## src/rtl/riscv_core_pkg.sv

```systemverilog
// Shared definitions for the core slice: boot-loader states and the pad instruction.
// Latency: n/a (package only).
// Backpressure: n/a (package only).
package riscv_core_pkg;

   // addi x0,x0,0 -- the canonical RISC-V no-op
   localparam logic [31:0] NOP_WORD = 32'h00000013;

   typedef enum logic [2:0] {
      IDLE = 3'd0,
      LOAD = 3'd1,
      PAD  = 3'd2,
      RUN  = 3'd3,
      DONE = 3'd4
   } boot_state_t;

endpackage

```

## src/rtl/imem_boot_loader.sv

```systemverilog
// Loads a program into IMEM over valid/ready, pads the tail with NOP, then runs the core for a fixed window.
// Latency: one IMEM write per accepted word or pad slot; core reset releases on the cycle after the last write.
// Backpressure: load_ready is high only while loading; it drops after load_last or once IMEM is full.
module imem_boot_loader #(
   parameter int          XLEN       = 32,
   parameter int          DEPTH      = 64,
   parameter int          ADDR_W     = $clog2(DEPTH),
   parameter int          CNT_W      = 16,
   parameter int          RUN_CYCLES = 30,
   parameter logic [31:0] NOP_WORD   = riscv_core_pkg::NOP_WORD
) (
   input  logic              clk,
   input  logic              rst,
   input  logic              start,
   input  logic              load_valid,
   output logic              load_ready,
   input  logic [XLEN-1:0]   load_data,
   input  logic              load_last,
   output logic              imem_we,
   output logic [ADDR_W-1:0] imem_addr,
   output logic [XLEN-1:0]   imem_wdata,
   output logic              core_rst_n,
   output logic              busy,
   output logic              done,
   output logic              error,
   output logic [ADDR_W:0]   words_loaded,
   output logic [CNT_W-1:0]  cycle_count
);

   import riscv_core_pkg::*;

   localparam logic [ADDR_W:0]  PTR_LAST = (ADDR_W+1)'(DEPTH-1);
   localparam logic [ADDR_W:0]  PTR_ONE  = (ADDR_W+1)'(1);
   localparam logic [CNT_W-1:0] CNT_LAST = CNT_W'(RUN_CYCLES-1);
   localparam logic [CNT_W-1:0] CNT_ONE  = CNT_W'(1);

   boot_state_t     state;
   // One bit wider than the IMEM address so a full load never wraps silently
   logic [ADDR_W:0] wr_ptr;
   logic            xfer;
   logic            at_last;

   assign load_ready = (state == LOAD);
   assign xfer       = load_valid & load_ready;
   assign at_last    = (wr_ptr == PTR_LAST);
   assign busy       = (state == LOAD) || (state == PAD) || (state == RUN);

   // IMEM write port: program words while loading, NOP fill while padding, idle otherwise
   always_comb begin
      imem_we    = 1'b0;
      imem_addr  = '0;
      imem_wdata = '0;
      case (state)
         LOAD: begin
            imem_we    = xfer;
            imem_addr  = wr_ptr[ADDR_W-1:0];
            imem_wdata = load_data;
         end
         PAD: begin
            imem_we    = 1'b1;
            imem_addr  = wr_ptr[ADDR_W-1:0];
            imem_wdata = XLEN'(NOP_WORD);
         end
         default: begin
            imem_we    = 1'b0;
         end
      endcase
   end

   // Sequencer: state, write pointer, counters and status flags
   always_ff @(posedge clk or negedge rst) begin
      if (!rst) begin
         state        <= IDLE;
         wr_ptr       <= '0;
         words_loaded <= '0;
         cycle_count  <= '0;
         error        <= 1'b0;
         done         <= 1'b0;
         core_rst_n   <= 1'b0;
      end else begin
         case (state)
            IDLE, DONE: begin
               // A fresh load puts the core back into reset and clears all status
               if (start) begin
                  state        <= LOAD;
                  wr_ptr       <= '0;
                  words_loaded <= '0;
                  cycle_count  <= '0;
                  error        <= 1'b0;
                  done         <= 1'b0;
                  core_rst_n   <= 1'b0;
               end
            end
            LOAD: begin
               if (xfer) begin
                  wr_ptr       <= wr_ptr + PTR_ONE;
                  words_loaded <= words_loaded + PTR_ONE;
                  if (at_last) begin
                     // IMEM is full: nothing left to pad; no last marker means overflow
                     state      <= RUN;
                     core_rst_n <= 1'b1;
                     error      <= ~load_last;
                  end else if (load_last) begin
                     state <= PAD;
                  end
               end
            end
            PAD: begin
               if (at_last) begin
                  state      <= RUN;
                  core_rst_n <= 1'b1;
               end else begin
                  wr_ptr <= wr_ptr + PTR_ONE;
               end
            end
            RUN: begin
               cycle_count <= cycle_count + CNT_ONE;
               if (cycle_count == CNT_LAST) begin
                  state <= DONE;
                  done  <= 1'b1;
               end
            end
            default: begin
               state <= IDLE;
            end
         endcase
      end
   end

endmodule

```

## config.mk

```make
export PLATFORM = sky130hd
export DESIGN_NAME = imem_boot_loader
export DESIGN_NICKNAME = d
export VERILOG_FILES = /design/src/rtl/riscv_core_pkg.sv /design/src/rtl/imem_boot_loader.sv
export SDC_FILE = /design/constraint.sdc
export NUM_CORES = 1
export LEC_CHECK = 0
export CAP_MARGIN = 5
export CORE_UTILIZATION = 42
export DETAILED_ROUTE_END_ITERATION = 16
export GPL_ROUTABILITY_DRIVEN = 1
export PLACE_DENSITY = 0.79
export SLEW_MARGIN = 10
export SYNTH_ARGS = -nofsm -noshare
export SYNTH_HDL_FRONTEND = slang
export SYNTH_SLANG_ARGS = --single-unit
export TNS_END_PERCENT = 20
```

## constraint.sdc

```tcl
create_clock -name clk -period 1.65 [get_ports clk]
set_input_delay 0.165 -clock clk [delete_from_list [all_inputs] [get_ports clk]]
set_output_delay 0.165 -clock clk [all_outputs]
set_load 0.005 [all_outputs]
```

Word level (Yosys, flattened, before mapping) --
Cells that the tools add are included.
Storage, ports and cells: logic and storage cells 67, bits of input ports 37, register bits after elaboration 36, output and inout bits 67
Cells by class: reductions and logical operators 15, equal/unequal tests 13, add/sub/neg operators 3, mux-type cells 27, bitwise operators 2
Operators by type and width (count):
- one-hot mux 32 bit (2 select lines) | 1
- one-hot mux 16 bit (2 select lines) | 1
- 2-to-1 mux 7 bit | 4
- one-hot mux 7 bit (3 select lines) | 1
- 2-to-1 mux 3 bit | 6
- adder 16 x 1 -> 16 bit (second input constant) | 1
- equality test 16 x 5 -> 1 bit (second input constant) | 1
- 2-to-1 mux 16 bit | 1
- adder 7 x 1 -> 7 bit (second input constant) | 2
- one-hot mux 7 bit (2 select lines) | 1
- one-hot mux 3 bit (4 select lines) | 1
- AND reduction 3 bit | 3
- AND reduction 4 bit | 2
- equality test 7 x 6 -> 1 bit (second input constant) | 1
- equality test 3 x 2 -> 1 bit (second input constant) | 2
- 2-to-1 mux 1 bit | 6
- 2-to-1 mux 6 bit | 1
- inequality test 2 x 1 -> 1 bit (second input constant) | 3
- inequality test 2 bit (second input constant) | 3
- one-hot mux 1 bit (2 select lines) | 3
- AND reduction 5 bit | 1
- nonzero test 2 bit | 2
- OR reduction 2 bit | 2
- equality test 3 x 1 -> 1 bit (second input constant) | 1
- 9 further kinds | 10

Longest topological paths before layout --
Gate-level depths: netlist (run 1).
depth after elaboration 4, mapped depth 6, gate-level depth less buffers 6

Worst setup path before layout (run 1) --
Ideal clock, no wire load.
path kind reg2reg, from register state[0], to register wr_ptr[3], cell stages (with the launch flop) 6, setup slack 0.176 ns, path buffers 1, required time 1.529 ns, arrival time 1.353 ns, period minus slack after synthesis 1.474 ns, library setup time 0.121 ns, cells stage by stage dfrtp_1 -> nand2b_2 -> a21o_1 -> buf_6 -> a22o_1 -> a22o_1
On the way: cells in the longest elaborated chain, start to end 4, elaborated cells between the ends (all ways) 12, those cells by class eq/ne (6); mux (1); bitwise (1); reduce/logical (4)
RTL lines:
- start, declared | RTL line imem_boot_loader.sv:37 | boot_state_t state;
- start signal, assigned | RTL line imem_boot_loader.sv:73 | state <= IDLE;
- start signal, assigned | RTL line imem_boot_loader.sv:85 | state <= LOAD;
- start signal, assigned | RTL line imem_boot_loader.sv:100 | state <= RUN;
- equality test 3 x 1 -> 1 bit (tied with other cells) | RTL line imem_boot_loader.sv:43, imem_boot_loader.sv:81
- bitwise AND 1 bit / OR reduction 2 bit (equally long branches) | RTL line imem_boot_loader.sv:44, imem_boot_loader.sv:81
- inequality test 2 x 1 -> 1 bit (no source line) (tied with other cells)
- AND reduction 4 bit (no source line)
- end signal, assigned | RTL line imem_boot_loader.sv:96 | wr_ptr <= wr_ptr + PTR_ONE;
- end signal, assigned | RTL line imem_boot_loader.sv:113 | wr_ptr <= wr_ptr + PTR_ONE;
- end, declared | RTL line imem_boot_loader.sv:39 | logic [ADDR_W:0] wr_ptr;
Parallel ways exist; a longest one is shown, timed or not. A chain may end at the register's enable or synchronous reset.

Worst setup path in the final report (run 1) --
from register state[0], to output imem_addr[5]
On the way: cells in the longest elaborated chain, start to end 3, elaborated cells between the ends (all ways) 4, those cells by class eq/ne (2); mux (1); reduce/logical (1)
RTL lines:
- equality test 3 x 1 -> 1 bit / equality test 3 x 2 -> 1 bit (equally long branches) | RTL line imem_boot_loader.sv:53 | case (state)
- OR reduction 2 bit (no source line) (*)
- 2-to-1 mux 6 bit (*) | RTL line imem_boot_loader.sv:53
- end, declared | RTL line imem_boot_loader.sv:20 | output logic [ADDR_W-1:0] imem_addr,
Every way passes the cells marked *; elsewhere a longest branch is shown, timed or not.

==> results of run 1 <==
synth_stat cells, types with 2 or more instances:
library cell / n / area [µm²]
nand2b_1: 2 / 12.5
a211oi_1: 4 / 30.0
or4_1: 2 / 15.0
buf_6: 4 / 45.0
xnor2_1: 4 / 35.0
nand3b_1: 2 / 15.0
and2_1: 36 / 225
nand4_1: 6 / 37.5
mux2i_1: 8 / 80.1
nor2_1: 16 / 60.1
and3_1: 5 / 31.3
a21o_1: 2 / 15.0
nand2_1: 28 / 105
buf_2: 4 / 20.0
dfrtp_1: 36 / 901
a31o_2: 2 / 17.5
nor3_1: 3 / 15.0
nand3_1: 12 / 60.1
clkbuf_1: 2 / 7.51
a22o_1: 2 / 17.5
o211ai_1: 4 / 30.0
or2_2: 2 / 12.5
and3_2: 2 / 15.0
a31oi_1: 6 / 37.5
ha_1: 4 / 50.1
nor4_1: 2 / 12.5
inv_1: 8 / 30.0
o21ai_0: 21 / 105
a21oi_1: 9 / 45.0
timing repair:
| item | CTS | global route |
|---|---|---|
| hold buffers | 0 | 0 |
| gates resized for setup | 166 | 51 |
| pin swaps | 5 | 7 |
| endpoints found under the setup margin | 50 | 65 |
| setup buffers | 7 | 5 |
| cloned | 2 | 0 |
cells by family (layout without fill, tap and decap cells):
| group | Yosys count | after routing | synth area share [%] |
|---|---|---|---|
| compound gates | 56 | 56 | 15.1 |
| xor+xnor | 4 | 4 | 1.50 |
| fa+ha+maj | 4 | 4 | 2.14 |
| buf+inv | 18 | 170 | 4.39 |
| simple gates | 134 | 134 | 34.4 |
| mux | 9 | 9 | 3.91 |
| flops | 36 | 36 | 38.5 |
cell type report:
type,count,share of cell area (%)
Inverter,8,0.751
Sequential cell,36,22.6
Tap cell,70,2.19
Clock inverter,1,0.188
Clock buffer,7,2.16
Multi-Input combinational cell,207,37.8
Timing Repair Buffer,154,34.3
power by group:
| group | total [W] | switching, W | internal (W) |
|---|---|---|---|
| sequential | 0.000903 | 0.0000121 | 0.000890 |
| combinational | 0.000149 | 0.0000495 | 0.0000995 |
| clock | 0.000672 | 0.000332 | 0.000339 |
state kept, by name, indices dropped and copies added, names as in the netlist:
register / flops
words_loaded: 7
core_rst_n: 1
wr_ptr: 7
state: 3
error: 1
cycle_count: 16
done: 1
through the flow:
stage	instances	setup slack, ps
floorplan	261	176
CTS	482	-153
detailed placement	465	-150
finish	483	-92.7
global placement	465	-150
global route	483	-134
routing by layer:
layer / vias up / track usage [%]
li1: 1224 / -
met1: 1260 / 37.6
met2: 55 / 43.6
met3: 17 / 4.55
met4: 0 / 8.46
met5: - / 0
how the worst max path moves through the flow:
stage,endpoint,start,cells after the start,slack [ps]
after global placement,imem_we,load_valid,4,-150
after detailed placement,wr_ptr[5],load_valid,5,-150
after CTS,imem_wdata[21],state[1],6,-150
after global routing,imem_addr[5],state[0],6,-130
after floorplan,wr_ptr[3],state[0],5,180
final,imem_addr[5],state[0],6,-90
==> results.yml, run 1 <==
outcome:
  status: "finished with violations"
  violations: "negative setup slack"
cts:
  clockRootBuffer: "clkbuf_8"
  cts-buffers-inserted: 5
  clkTransAtPathRegs_ps: 80
  insertion_delay_ps: 300
  htreeDepth: 2
  clock_path_buffers: 2
  cts_tree: "yes"
  clock-sinks: 36
die:
  start_util_pct: 44.6
  design.die.area_um2: 5870
  rows: 26
  fp.dieH_um: 76.6
  io-pin-count: 104
  die_w_um: 76.6
  coreArea_um2: 5240
global_routing:
  grt_pass1_vias: 2487
  grt_max_degree: 37
  grt_overflow: 0
  grt.total_usage_pct: 27.3
  antenna_found_initial: 0
  grt_pass1_wl_um: 12600
synthesis:
  syn_area_um2: 2340
  syn_area_per_cell_um2: 8.95
  yosys_warnings: 0
  yosys_register_bits: 36
  synth_nets: 302
  synth_ff_type: "dfrtp_1"
  async_flop_share_pct: 100
  ys_types: 52
  synth_edf_count: 0
  synthesis.instances: 261
  yosysSeqAreaShare_pct: 38.5
worst_setup_path:
  crit_type: "reg -> out"
  cp.arrival_ps: 1580
  r2r-end: "wr_ptr[2]"
  crit_buf_inv: 3
  rrSetupSlack_ps: -60
  r2r-start: "state[0]"
  slowest_stage: "dfrtp_2"
  cpPeakStageDelay_ps: 450
  start_kind: "flop"
  path_delay_family: "flip-flops"
  crit_top_cell: "buf_6"
  critPathMaxFanout: 5
  endpoint_kind: "primary output"
  path_cells: "buf_6 -> nand2b_4 -> a21oi_4 -> buf_6 -> and2_4 -> buf_6"
  r2r_cells: 7
  crit_required_ps: 1480
sta:
  fin_crit_sh_pct: 106
  min_period_ps: 1740
  slew_viol_final: 0
  setup_tns_ps: -794
  relSlewSlack_pct: 68.5
  max_freq_mhz: 574
  rsz0062_at_grt: "yes"
  setup_slack_ps: -92.7
  setup_violations: 18
  hold_viol: 0
  fin_skew_ps: 10.6
  worst_slew_pin_slew_ps: 472
  hold_slack_ps: 288
route:
  routedWlPerCell_um: 16.8
  drt.antenna.violating_nets: 0
  wl_met1_um: 3650
  drt_iter0_drc: 145
  first_pass_iters: 4
  routed.top_layer: "met4"
  vias: 2556
  wl_met3_um: 254
  vias_per_cell: 5.29
  wirelength_um: 8120
  wl_met2_um: 4050
  drc: 0
finish:
  stdcell_area_um2: 4000
  drive_above_1_share_pct: 35.6
  seq_area_um2: 903
  n_antenna_cell: 0
  final_cell_mix: "62 x clkdlybuf4s50_1, 39 x buf_4, 34 x dfrtp_1"
  final_common_cell: "clkdlybuf4s50_1"
  utilization_pct: 76.3
  final.fill_count: 370
  multiInputGateArea_um2: 1510
  nets: 453
  area_growth_pct: 71.0
place:
  place.gp.congestion: 0.897
  port_buffers: 103
  placed_cell_area_um2: 3720
  dp_hpwl_um: 5290
power:
  p_total_w: 0.00172
  powerDensity_nw_per_um2: 431
  peakVddDrop_mv: 0.564
  p_leak_nw: 1.76
worst_hold_path:
  worstHoldPathType: "in -> async"
flow_run:
  maxCapViolCount: 0
Note: power is estimated with default switching activity, not from simulation.
==> inputs of run 2 (changes only) <==
--- a/config.mk
+++ b/config.mk
@@ -9,7 +9,7 @@
 export CORE_UTILIZATION = 42
 export DETAILED_ROUTE_END_ITERATION = 16
 export GPL_ROUTABILITY_DRIVEN = 1
-export PLACE_DENSITY = 0.79
+export PLACE_DENSITY_LB_ADDON = 0.2
 export SLEW_MARGIN = 10
 export SYNTH_ARGS = -nofsm -noshare
 export SYNTH_HDL_FRONTEND = slang
==> run 2 against run 1 <==
  * The run still ends with negative setup slack left
  * Wire length down 3.7%
  * Hold slack better by 5.3 ps
  * First-iteration DRC count down 7.6%
  * Register-to-register slack about the same
  * Non-clock buffer count down 3
  * Flip-flop and latch count unchanged
  * Die area unchanged
  * Sequential power about the same
  * Sequential share of layout area down 0.23 points
  * Combinational power about the same
  * Critical endpoint is now imem_addr[2]
  * Largest power group unchanged
  * Highest routed layer unchanged
==> results.yml, run 2 (same netlist as run 1, synthesis figures left out) <==
finish:
  largest_reg_flops: 16
  seq_area_um2: 903
  n_antenna_cell: 0
  final_common_cell: "clkdlybuf4s50_1"
  largest-register: "cycle_count"
  nets: 450
  final.fill_count: 344
  area_growth_pct: 72.8
  top_regs: "cycle_count (16), words_loaded (7), wr_ptr (7)"
  final_cell_mix: "62 x clkdlybuf4s50_1, 34 x dfrtp_1, 33 x buf_4"
  multiInputGateArea_um2: 1490
  stdcell_area_um2: 4040
  drive_above_1_share_pct: 34.4
die:
  start_util_pct: 44.6
  fp.dieH_um: 76.6
  coreArea_um2: 5240
  die_w_um: 76.6
  design.die.area_um2: 5870
  io-pin-count: 104
  rows: 26
worst_setup_path:
  r2r_cells: 6
  critPathMaxFanout: 4
  path_cells: "nand2b_4 -> a21oi_4 -> buf_4 -> and2_1 -> dlygate4sd2_1"
  slowest_stage: "dfrtp_2"
  start_kind: "flop"
  cp.arrival_ps: 1580
  crit_required_ps: 1480
  rrSetupSlack_ps: -50
  crit_type: "reg -> out"
  cpPeakStageDelay_ps: 450
  endpoint_kind: "primary output"
power:
  pwr-share-comb_pct: 8.7
  peakVddDrop_mv: 0.358
  p_leak_nw: 1.84
  p_seq_share_pct: 52.1
  internal-power_w: 0.00133
  p_sw_w: 0.000402
  clockPowerShare_pct: 39.2
  power.switching_fraction_pct: 23.2
  powerDensity_nw_per_um2: 429
global_routing:
  grt.total_usage_pct: 26.2
  grt_pass1_vias: 2480
  grt_max_degree: 37
  grt_pass1_wl_um: 12300
  grt_overflow: 0
  antenna_found_initial: 0
sta:
  slew_viol_final: 0
  rsz0062_at_grt: "yes"
  hold_slack_ps: 294
  fin_crit_sh_pct: 106
  worst_slew_pin_slew_ps: 480
  fin_skew_ps: 7.96
  max_freq_mhz: 571
  setup_tns_ps: -1060
  setup_slack_ps: -100
  min_period_ps: 1750
  hold_viol: 0
  relSlewSlack_pct: 68.0
  setup_violations: 18
route:
  drt.antenna.violating_nets: 0
  vias_per_cell: 5.30
  wirelength_um: 7820
  vias: 2545
  routedWlPerCell_um: 16.3
  drt_iter0_drc: 134
  first_pass_iters: 4
  drc: 0
flow_run:
  maxCapViolCount: 0
cts:
  cts-buffers-inserted: 5
  clkTransAtPathRegs_ps: 80
  insertion_delay_ps: 300
  cts_tree: "yes"
  clockRootBuffer: "clkbuf_8"
  clock_path_buffers: 2
  htreeDepth: 2
  clock-sinks: 36
place:
  dp_hpwl_um: 5240
  port_buffers: 103
  place.gp.congestion: 0.828
  placed_cell_area_um2: 3670
outcome:
  status: "finished with violations"
  violations: "negative setup slack"
worst_hold_path:
  worstHoldPathType: "in -> async"
-- run 2: cell types whose count changed in the layout (fill, tap and decap cells not counted), moves of 3 or more --
cell / before / now
buf_4: 39 / 33
buf_2: 25 / 19
and2_1: 29 / 20
buf_6: 12 / 19
dlymetal6s2s_1: 0 / 3
and2_4: 7 / 16
clkdlybuf4s15_2: 9 / 1
-- run 2: power groups by stage --
stage | Combinational (W) | Clock [W] | Sequential [W]
floorplan | 0.0000183 | 0 | 0.000917
global placement | 0.000140 | 0 | 0.000918
detailed placement | 0.000144 | 0 | 0.000918
CTS | 0.000146 | 0.000691 | 0.000901
global route | 0.000164 | 0.000730 | 0.000903
finish | 0.000150 | 0.000679 | 0.000902
-- run 2: metal layers --
metal	wire, µm	vias to the layer above	global-route usage [%]
li1	-	1228	-
met4	102	0	7.12
met3	333	11	5.27
met2	3980	90	42.8
met5	0	-	0
met1	3410	1216	35.3
-- run 2: timing repair --
action | 4_1_cts | 5_1_grt
setup buffers | 5 | 5
gates cloned | 3 | 1
resized for setup | 167 | 51
pin swaps | 13 | 12
endpoints found under the setup margin | 49 | 64
hold buffers | 0 | 0
-- run 2: cell type report --
| cell class | instances | area share, % |
|---|---|---|
| tap | 70 | 2.17 |
| multi-input combinational | 207 | 36.8 |
| sequential | 36 | 22.4 |
| inverter | 8 | 0.806 |
| timing repair buffer | 151 | 35.5 |
| clock buffer | 7 | 2.14 |
| clock inverter | 1 | 0.186 |
-- run 2: final timing paths --
| check | startpoint | end |
|---|---|---|
| max in group asynchronous | rst | state[0] |
| setup reg to reg | state[0] | words_loaded[6] |
| hold reg to reg | done | done |
| min in group clk | done | done |
| setup / recovery | state[0] | imem_addr[2] |
| hold / removal | rst | cycle_count[9] |
-- run 2: critical path: cells and delay by family, from the launching register on --
family	cells	cell delay (ps)
AND/OR/NAND/NOR	2	280
AO/OA/AOI/OAI	1	190
buffers and inverters	2	380
flip-flops	1	450
-- run 2: through the flow --
step                setup WS (ps)  utilization, %  std cells  total power [W]
floorplan                     176               -        261         0.000935
global placement             -102            70.0        460          0.00106
detailed placement           -127            70.0        460          0.00106
CTS                          -259            73.8        476          0.00174
global route                 -154            77.1        480          0.00180
finish                       -100            77.1        480          0.00173
